## src/rtl/kmu_pkg.sv

```systemverilog
// Shared types for the KMU CTA dispatcher: task payload, launch bundle and FSM states.
// `XLEN defaults to 32 when the build does not provide it.
`ifndef XLEN
`define XLEN 32
`endif

package kmu_pkg;

    localparam int KMU_XLEN = `XLEN;

    typedef struct packed {
        logic [31:0]         num_warps;
        logic [KMU_XLEN-1:0] start_pc;
        logic [KMU_XLEN-1:0] param;
        logic [31:0]         cta_x;
        logic [31:0]         cta_y;
        logic [31:0]         cta_z;
        logic [31:0]         cta_id;
    } kmu_task_t;

    localparam int KMU_TASK_BITS = $bits(kmu_task_t);

    typedef enum logic [1:0] {
        ST_IDLE     = 2'd0,
        ST_DISPATCH = 2'd1,
        ST_DRAIN    = 2'd2,
        ST_DONE     = 2'd3
    } kmu_disp_state_e;

    typedef struct packed {
        logic [31:0]         grid_x;
        logic [31:0]         grid_y;
        logic [31:0]         grid_z;
        logic [31:0]         num_warps;
        logic [KMU_XLEN-1:0] start_pc;
        logic [KMU_XLEN-1:0] param;
    } kmu_launch_t;

    function automatic logic kmu_grid_empty(input kmu_launch_t l);
        return (l.grid_x == 32'd0) || (l.grid_y == 32'd0) || (l.grid_z == 32'd0);
    endfunction

endpackage

```

## src/rtl/kmu_cta_iter.sv

```systemverilog
// 3-D CTA coordinate walker (x fastest) with a linear id; 'last' flags the final CTA of the grid.
module kmu_cta_iter
    import kmu_pkg::*;
(
    input  logic        clk,
    input  logic        reset,
    input  logic        clr,
    input  logic        step,
    input  logic [31:0] grid_x,
    input  logic [31:0] grid_y,
    input  logic [31:0] grid_z,
    output logic [31:0] cta_x,
    output logic [31:0] cta_y,
    output logic [31:0] cta_z,
    output logic [31:0] cta_id,
    output logic        last
);

    logic [31:0] x_q, y_q, z_q, id_q;
    logic [31:0] x_d, y_d, z_d, id_d;

    // Next coordinate: clear on launch, otherwise advance x, carrying into y then z.
    always_comb begin
        x_d  = x_q;
        y_d  = y_q;
        z_d  = z_q;
        id_d = id_q;
        if (clr) begin
            x_d  = 32'd0;
            y_d  = 32'd0;
            z_d  = 32'd0;
            id_d = 32'd0;
        end else if (step) begin
            id_d = id_q + 32'd1;
            if (x_q == grid_x - 32'd1) begin
                x_d = 32'd0;
                if (y_q == grid_y - 32'd1) begin
                    y_d = 32'd0;
                    z_d = z_q + 32'd1;
                end else begin
                    y_d = y_q + 32'd1;
                end
            end else begin
                x_d = x_q + 32'd1;
            end
        end else begin
            x_d = x_q;
        end
    end

    // Coordinate registers.
    always_ff @(posedge clk or posedge reset) begin
        if (reset) begin
            x_q  <= 32'd0;
            y_q  <= 32'd0;
            z_q  <= 32'd0;
            id_q <= 32'd0;
        end else begin
            x_q  <= x_d;
            y_q  <= y_d;
            z_q  <= z_d;
            id_q <= id_d;
        end
    end

    assign cta_x  = x_q;
    assign cta_y  = y_q;
    assign cta_z  = z_q;
    assign cta_id = id_q;
    assign last   = (x_q == grid_x - 32'd1) && (y_q == grid_y - 32'd1) && (z_q == grid_z - 32'd1);

endmodule

```

## src/rtl/kmu_cta_dispatcher.sv

```systemverilog
// KMU front stage: accepts a kernel launch, emits one task per CTA under an in-flight credit limit.
// Optional performance counters are built when KMU_DISPATCH_PERF_EN is defined.
module kmu_cta_dispatcher
    import kmu_pkg::*;
#(
    parameter int MAX_INFLIGHT = 8,
    parameter int XLEN         = `XLEN
) (
    input  logic            clk,
    input  logic            reset,
    input  logic            launch_valid,
    output logic            launch_ready,
    input  logic [31:0]     launch_grid_x,
    input  logic [31:0]     launch_grid_y,
    input  logic [31:0]     launch_grid_z,
    input  logic [31:0]     launch_num_warps,
    input  logic [XLEN-1:0] launch_start_pc,
    input  logic [XLEN-1:0] launch_param,
    output logic            task_valid,
    input  logic            task_ready,
    output kmu_task_t       task_data,
    input  logic            core_done,
    output logic            busy,
    output logic            kernel_done
`ifdef KMU_DISPATCH_PERF_EN
    ,
    output logic [63:0]     perf_active_cycles,
    output logic [63:0]     perf_credit_stalls,
    output logic [63:0]     perf_ready_stalls
`endif
);

    localparam int            OW       = $clog2(MAX_INFLIGHT + 1);
    localparam logic [OW-1:0] MAX_CNT  = OW'(MAX_INFLIGHT);
    localparam logic [OW-1:0] CNT_ONE  = OW'(1);
    localparam logic [OW-1:0] CNT_ZERO = OW'(0);

    kmu_disp_state_e state_q, state_d;
    kmu_launch_t     launch_q, launch_d;
    logic [OW-1:0]   outstanding_q, outstanding_d;
    logic            launch_ready_s, task_valid_s, kernel_done_s, fire_s, iter_clr_s, iter_last_s;
    logic [31:0]     cta_x_s, cta_y_s, cta_z_s, cta_id_s;

    // FSM next state, launch capture and credit accounting.
    always_comb begin
        state_d        = state_q;
        launch_d       = launch_q;
        launch_ready_s = 1'b0;
        task_valid_s   = 1'b0;
        kernel_done_s  = 1'b0;
        iter_clr_s     = 1'b0;
        case (state_q)
            ST_IDLE: begin
                launch_ready_s = 1'b1;
                if (launch_valid) begin
                    launch_d   = '{grid_x: launch_grid_x, grid_y: launch_grid_y,
                                   grid_z: launch_grid_z, num_warps: launch_num_warps,
                                   start_pc: launch_start_pc, param: launch_param};
                    iter_clr_s = 1'b1;
                    state_d    = kmu_grid_empty(launch_d) ? ST_DONE : ST_DISPATCH;
                end else begin
                    state_d = ST_IDLE;
                end
            end
            ST_DISPATCH: begin
                // Credit uses the registered count only; a same-cycle core_done does not help.
                task_valid_s = (outstanding_q < MAX_CNT);
                if (task_valid_s && task_ready && iter_last_s) begin
                    state_d = ST_DRAIN;
                end else begin
                    state_d = ST_DISPATCH;
                end
            end
            ST_DRAIN: begin
                if (outstanding_q == CNT_ZERO) begin
                    state_d = ST_DONE;
                end else begin
                    state_d = ST_DRAIN;
                end
            end
            ST_DONE: begin
                kernel_done_s = 1'b1;
                state_d       = ST_IDLE;
            end
            default: begin
                state_d = ST_IDLE;
            end
        endcase

        fire_s = task_valid_s & task_ready;
        if (fire_s && !core_done) begin
            outstanding_d = outstanding_q + CNT_ONE;
        end else if (!fire_s && core_done && (outstanding_q != CNT_ZERO)) begin
            outstanding_d = outstanding_q - CNT_ONE;
        end else begin
            outstanding_d = outstanding_q;
        end
    end

    // State, launch and credit registers.
    always_ff @(posedge clk or posedge reset) begin
        if (reset) begin
            state_q       <= ST_IDLE;
            launch_q      <= '0;
            outstanding_q <= CNT_ZERO;
        end else begin
            state_q       <= state_d;
            launch_q      <= launch_d;
            outstanding_q <= outstanding_d;
        end
    end

    kmu_cta_iter u_iter (
        .clk    (clk),
        .reset  (reset),
        .clr    (iter_clr_s),
        .step   (fire_s),
        .grid_x (launch_q.grid_x),
        .grid_y (launch_q.grid_y),
        .grid_z (launch_q.grid_z),
        .cta_x  (cta_x_s),
        .cta_y  (cta_y_s),
        .cta_z  (cta_z_s),
        .cta_id (cta_id_s),
        .last   (iter_last_s)
    );

    assign launch_ready = launch_ready_s;
    assign task_valid   = task_valid_s;
    assign kernel_done  = kernel_done_s;
    assign busy         = (state_q != ST_IDLE);
    assign task_data    = '{num_warps: launch_q.num_warps, start_pc: launch_q.start_pc,
                            param: launch_q.param, cta_x: cta_x_s, cta_y: cta_y_s,
                            cta_z: cta_z_s, cta_id: cta_id_s};

`ifdef KMU_DISPATCH_PERF_EN
    logic [63:0] perf_active_q, perf_active_d;
    logic [63:0] perf_credit_q, perf_credit_d;
    logic [63:0] perf_ready_q, perf_ready_d;

    // Free-running stall/activity counters, wrapping at 2^64.
    always_comb begin
        perf_active_d = perf_active_q + (busy ? 64'd1 : 64'd0);
        perf_credit_d = perf_credit_q + (((state_q == ST_DISPATCH) && !task_valid_s) ? 64'd1 : 64'd0);
        perf_ready_d  = perf_ready_q + ((task_valid_s && !task_ready) ? 64'd1 : 64'd0);
    end

    // Performance counter registers, cleared only by reset.
    always_ff @(posedge clk or posedge reset) begin
        if (reset) begin
            perf_active_q <= 64'd0;
            perf_credit_q <= 64'd0;
            perf_ready_q  <= 64'd0;
        end else begin
            perf_active_q <= perf_active_d;
            perf_credit_q <= perf_credit_d;
            perf_ready_q  <= perf_ready_d;
        end
    end

    assign perf_active_cycles = perf_active_q;
    assign perf_credit_stalls = perf_credit_q;
    assign perf_ready_stalls  = perf_ready_q;
`endif

endmodule
```

## config.mk

```make
export PLATFORM = sky130hd
export DESIGN_NAME = kmu_cta_dispatcher
export DESIGN_NICKNAME = d
export VERILOG_FILES = /design/src/rtl/kmu_pkg.sv /design/src/rtl/kmu_cta_iter.sv /design/src/rtl/kmu_cta_dispatcher.sv
export SDC_FILE = /design/constraint.sdc
export NUM_CORES = 1
export LEC_CHECK = 0
export CAP_MARGIN = 30
export CORE_ASPECT_RATIO = 0.7
export CORE_MARGIN = 2
export CORE_UTILIZATION = 25
export CTS_BUF_LIST = sky130_fd_sc_hd__clkbuf_4
export DETAILED_ROUTE_END_ITERATION = 12
export MAX_ROUTING_LAYER = met4
export PLACE_DENSITY_LB_ADDON = 0.08
export SYNTH_ARGS = -nofsm -noshare
export SYNTH_HDL_FRONTEND = slang
export SYNTH_SLANG_ARGS = --single-unit
```

## constraint.sdc

```tcl
create_clock -name clk -period 26.7 [get_ports clk]
set_input_delay 8.01 -clock clk [delete_from_list [all_inputs] [get_ports clk]]
set_output_delay 8.01 -clock clk [all_outputs]
set_load 0.02 [all_outputs]
```

==> metrics list <==
* Die area: 75090 sq um
- The startpoint identified for the worst hold timing path is task_data[199].
- Initial core utilization: 25.37%
- Number of nets at the end of the flow: 2717
* Overflow left after global routing: 0
- Setup repair after global routing missed its margin: false
* Reg clk slew, reported paths: 70 ps
- The worst hold path passes through 2 cells.
- After synthesis, the share of flip-flops with an asynchronous set or reset is 100.0%.
* Minimum period implied by the final worst setup slack: 10530 ps
* Layout-stage area growth over the synthesis result: 31.06%
- In the final timing run, aggregate negative setup slack is 0 ps.
- Leakage power: 10.90 nW
* Required time at the worst-slack endpoint: 27380 ps
- Number of synthesized flops with an enable pin: 0
- Final setup margin: 16170 ps
- The core region is 71820 sq um.
- Yosys warns: 0
- Global Route Usage Sum: 17.66%
- Netlist area before placement: 18220 sq um
* Finished Layout Cells: 3545
- Routed via count: 16440
- Hold path endpoint: task_data[199]
- STA classifies the critical path endpoint as a flop.
* Floorplan die height: 229.9 um
* TritonCTS clock tree: yes
- The worst register-to-register path begins at launch_q[162].
- Number of antenna violations at the first check in global routing: 8
- Number of hold buffers added after CTS: 0
- # resized after CTS: 0
- Fraction of final layout cells sized beyond drive strength 1: 6.807%
- Counting both buffers and inverters, the worst setup path holds a total of 2.
- Among all flip-flop cells after synthesis, the most frequent one is sky130_fd_sc_hd__dfrtp_1.
- Port bufs: 424
- Cell area power density: 46.26 nW/um^2
- Delay of the slowest cell on the worst path: 640 ps
- After detailed routing, the total wire length is 64390 um.
* First DRT Iteration DRCs: 980
* Category of the most critical setup path: in -> reg
- The critical path goes through clkdlybuf4s50_1 -> nand4bb_1 -> a211oi_1 -> a31o_2 -> buf_4 -> nor4b_1 -> xnor2_1 -> nor2_1.
- Minimum setup slack after placement: 15340 ps
* Worst path top cell family by delay: compound AO/OA/AOI/OAI gates
* Slowest stage cell, crit path: sky130_fd_sc_hd__a31o_2
* Mean instance size in the synthesized netlist: 8.408 sq um
* X dimension of the die: 326.7 um
- The layout has 7599 filler cells.
- Synth cell types: 74
* Run status: finished clean
* Maximum number of buffers from clock root to sink: 3
- I/O pin count: 425
* Global-route wire length before repair: 100700 um
* Logic depth of the worst path, buffers included: 8
* Row count: 82
- Dividing the detail-routed wire length by the instance count gives 18.16 um.
- Root Buffer Master: sky130_fd_sc_hd__clkbuf_4
- The H-tree generated during clock tree synthesis spans 3 levels.
* Flops & latches, synth: 326
- Counting every sink on the clock net gives 326.
* Transition at the pin with the smallest max-transition slack: 989.2 ps
* Capture point of the worst reg-to-reg path: u_iter.cta_y[29]
- Count of antenna-violating nets left after detailed routing: 0
- R2R depth: 11
* Number of setup buffers added after CTS: 0
- In this run the tightest slew margin relative to its limit is 34.05%.
- Across the routed clock network, the largest skew measured is 38.88 ps.
- Power after layout: 0.001105 W
- The later pin in the worst-skew pair is clocked with a latency of 850 ps.
- Post-synthesis sequential area ratio: 44.77%
- Arrival @ worst endpoint: 11210 ps
- Cells fill 33.25% of the core in the end.
- Slack of the worst reg-to-reg path: 21940 ps
- The count of endpoints failing hold in the final timing report is 0.
- Syn Inst Count: 2167
* Max Slew Vio Count: 0
- Pin count of the biggest net entering global routing: 141
- Setup violations remaining at the end of the flow were counted as 0.
- The first TritonRoute pass finished after 5 iterations.
* Number of global-route vias before repair: 16620
- Counting the buffers created by CTS gives 93.
- In this run the worst path has a maximum fanout of 33.
- Across the run, the number of max-cap violations was 0.
- IR analysis of the VDD net gives a maximum drop of 0.03045 mV.
- STA classifies the critical path startpoint as an input pin.
- At the end of routability-driven placement, the weighted congestion stood at 0.8265.
* Worst hold path class: reg -> reg
- Counting every net in the synthesized netlist gives 2374.
* Number of remaining DRC errors: 0
* Via/cell ratio: 4.637
- In the finished design, the share of the clock period the worst path needs comes to 39.43%.
* Half-perimeter wire length after placement: 47700 um
- Number of placed cells counting well taps: 3378
- Fmax: 0.09498 GHz
-- tightest hold or removal path, stage by stage, from the launching register on --
cell and delay (ps):
sky130_fd_sc_hd__dfrtp_1 340, sky130_fd_sc_hd__nand2_1 50, sky130_fd_sc_hd__nand2_1 50
-- power by group --
part / internal (W) / switching, W / leakage, nW
Sequential: 0.000505 / 0.0000188 / 4.46
Clock: 0.000235 / 0.000227 / 0.672
Combinational: 0.0000610 / 0.0000579 / 5.77
Total: 0.000801 / 0.000304 / 10.9
-- stage by stage --
stage	cell area (sq um)	hold slack, ps
after CTS	23800	476.1
after global routing	23880	495.2
after floorplan	18220	446.9
after global placement	22660	456.4
after detailed placement	22690	461.1
final	23880	471.4
-- sequential cells by signal, summed over array words and instances (netlist names) --
register	flops
launch_q	96
task_data	96
u_iter.cta_id	32
u_iter.cta_x	32
u_iter.cta_y	32
u_iter.cta_z	32
outstanding_q	4
state_q	2
-- final cells by class --
cell class | count | area [sq um] | area share [%]
Antenna cell | 8 | 20.02 | 0.08384
Inverter | 34 | 135.1 | 0.5659
Tap cell | 966 | 1209 | 5.062
Multi-Input combinational cell | 1618 | 8837 | 37.01
Clock inverter | 16 | 60.06 | 0.2515
Clock buffer | 140 | 1051 | 4.401
Sequential cell | 326 | 8158 | 34.16
Timing Repair Buffer | 437 | 4409 | 18.46
-- worst max-delay path by stage --
| stage | from | to |
|---|---|---|
| after global routing | task_ready | u_iter.cta_y[29] |
| after CTS | state_q[1] | task_valid |
| after floorplan | reset | launch_q[100] |
| final | task_ready | u_iter.cta_y[29] |
| after detailed placement | task_ready | u_iter.cta_y[17] |
| after global placement | task_ready | u_iter.cta_y[29] |
-- routing by layer --
metal  vias up  wire length, um  GRT usage, %
met5         -                0             -
met4         0             1190         4.472
met3       102             4618         4.943
met2       459            26980         24.90
met1      7901            31600         24.70
li1       7977                -             -
-- logic make-up after synthesis --
| kind of cell | count (synthesis) | synth area share, % |
|---|---|---|
| AO/OA/AOI/OAI | 195 | 7.149 |
| XOR/XNOR | 200 | 9.614 |
| adder cells (fa/ha/maj) | 10 | 0.7279 |
| buffers and inverters | 223 | 6.778 |
| flip-flops | 326 | 44.77 |
| multiplexers | 10 | 0.5631 |
| AND/OR/NAND/NOR | 1203 | 30.39 |
-- synthesized netlist by cell type, types with 15 or more instances --
cell                         n  area (sq um)
sky130_fd_sc_hd__nor4_1     57         356.6
sky130_fd_sc_hd__xor2_1    105         919.6
sky130_fd_sc_hd__a21oi_1    41         205.2
sky130_fd_sc_hd__o31ai_1    19         142.6
sky130_fd_sc_hd__and3_1     28         175.2
sky130_fd_sc_hd__nand3_1    73         365.4
sky130_fd_sc_hd__or4_1      15         112.6
sky130_fd_sc_hd__nand4_1    44         275.3
sky130_fd_sc_hd__o21ai_0    49         245.2
sky130_fd_sc_hd__nor3_1     48         240.2
sky130_fd_sc_hd__buf_4      98         735.7
sky130_fd_sc_hd__nand2_1   660          2477
sky130_fd_sc_hd__clkbuf_1   78         292.8
sky130_fd_sc_hd__nor2_1    151         566.8
sky130_fd_sc_hd__dfrtp_1   326          8158
sky130_fd_sc_hd__or3_1      33         206.5
sky130_fd_sc_hd__xnor2_1    95         832.1
sky130_fd_sc_hd__inv_1      34         127.6
-- layout by cell type, fill, tap and decap left out, types with 10 or more instances in the layout --
| cell | instances |
|---|---|
| sky130_fd_sc_hd__nand2b_1 | 14 |
| sky130_fd_sc_hd__o211ai_1 | 11 |
| sky130_fd_sc_hd__clkbuf_4 | 140 |
| sky130_fd_sc_hd__nor3b_1 | 10 |
| sky130_fd_sc_hd__clkinv_1 | 15 |
| sky130_fd_sc_hd__o31ai_1 | 19 |
| sky130_fd_sc_hd__nor3_1 | 48 |
| sky130_fd_sc_hd__nor4b_1 | 10 |
| sky130_fd_sc_hd__xor2_1 | 105 |
| sky130_fd_sc_hd__nand2_1 | 659 |
| sky130_fd_sc_hd__inv_1 | 33 |
| sky130_fd_sc_hd__nand3_1 | 73 |
| sky130_fd_sc_hd__dfrtp_1 | 326 |
| sky130_fd_sc_hd__or3_1 | 33 |
| sky130_fd_sc_hd__and3_1 | 28 |
| sky130_fd_sc_hd__or4_1 | 15 |
| sky130_fd_sc_hd__xnor2_1 | 95 |
| sky130_fd_sc_hd__o21ai_0 | 49 |
| sky130_fd_sc_hd__nor2b_1 | 10 |
| sky130_fd_sc_hd__nor2_1 | 151 |
| sky130_fd_sc_hd__a31oi_1 | 10 |
| sky130_fd_sc_hd__nand4_1 | 44 |
| sky130_fd_sc_hd__clkdlybuf4s50_1 | 424 |
| sky130_fd_sc_hd__nor4_1 | 57 |
| sky130_fd_sc_hd__a21oi_1 | 41 |
No activity file was read; power rests on OpenSTA's default activity.
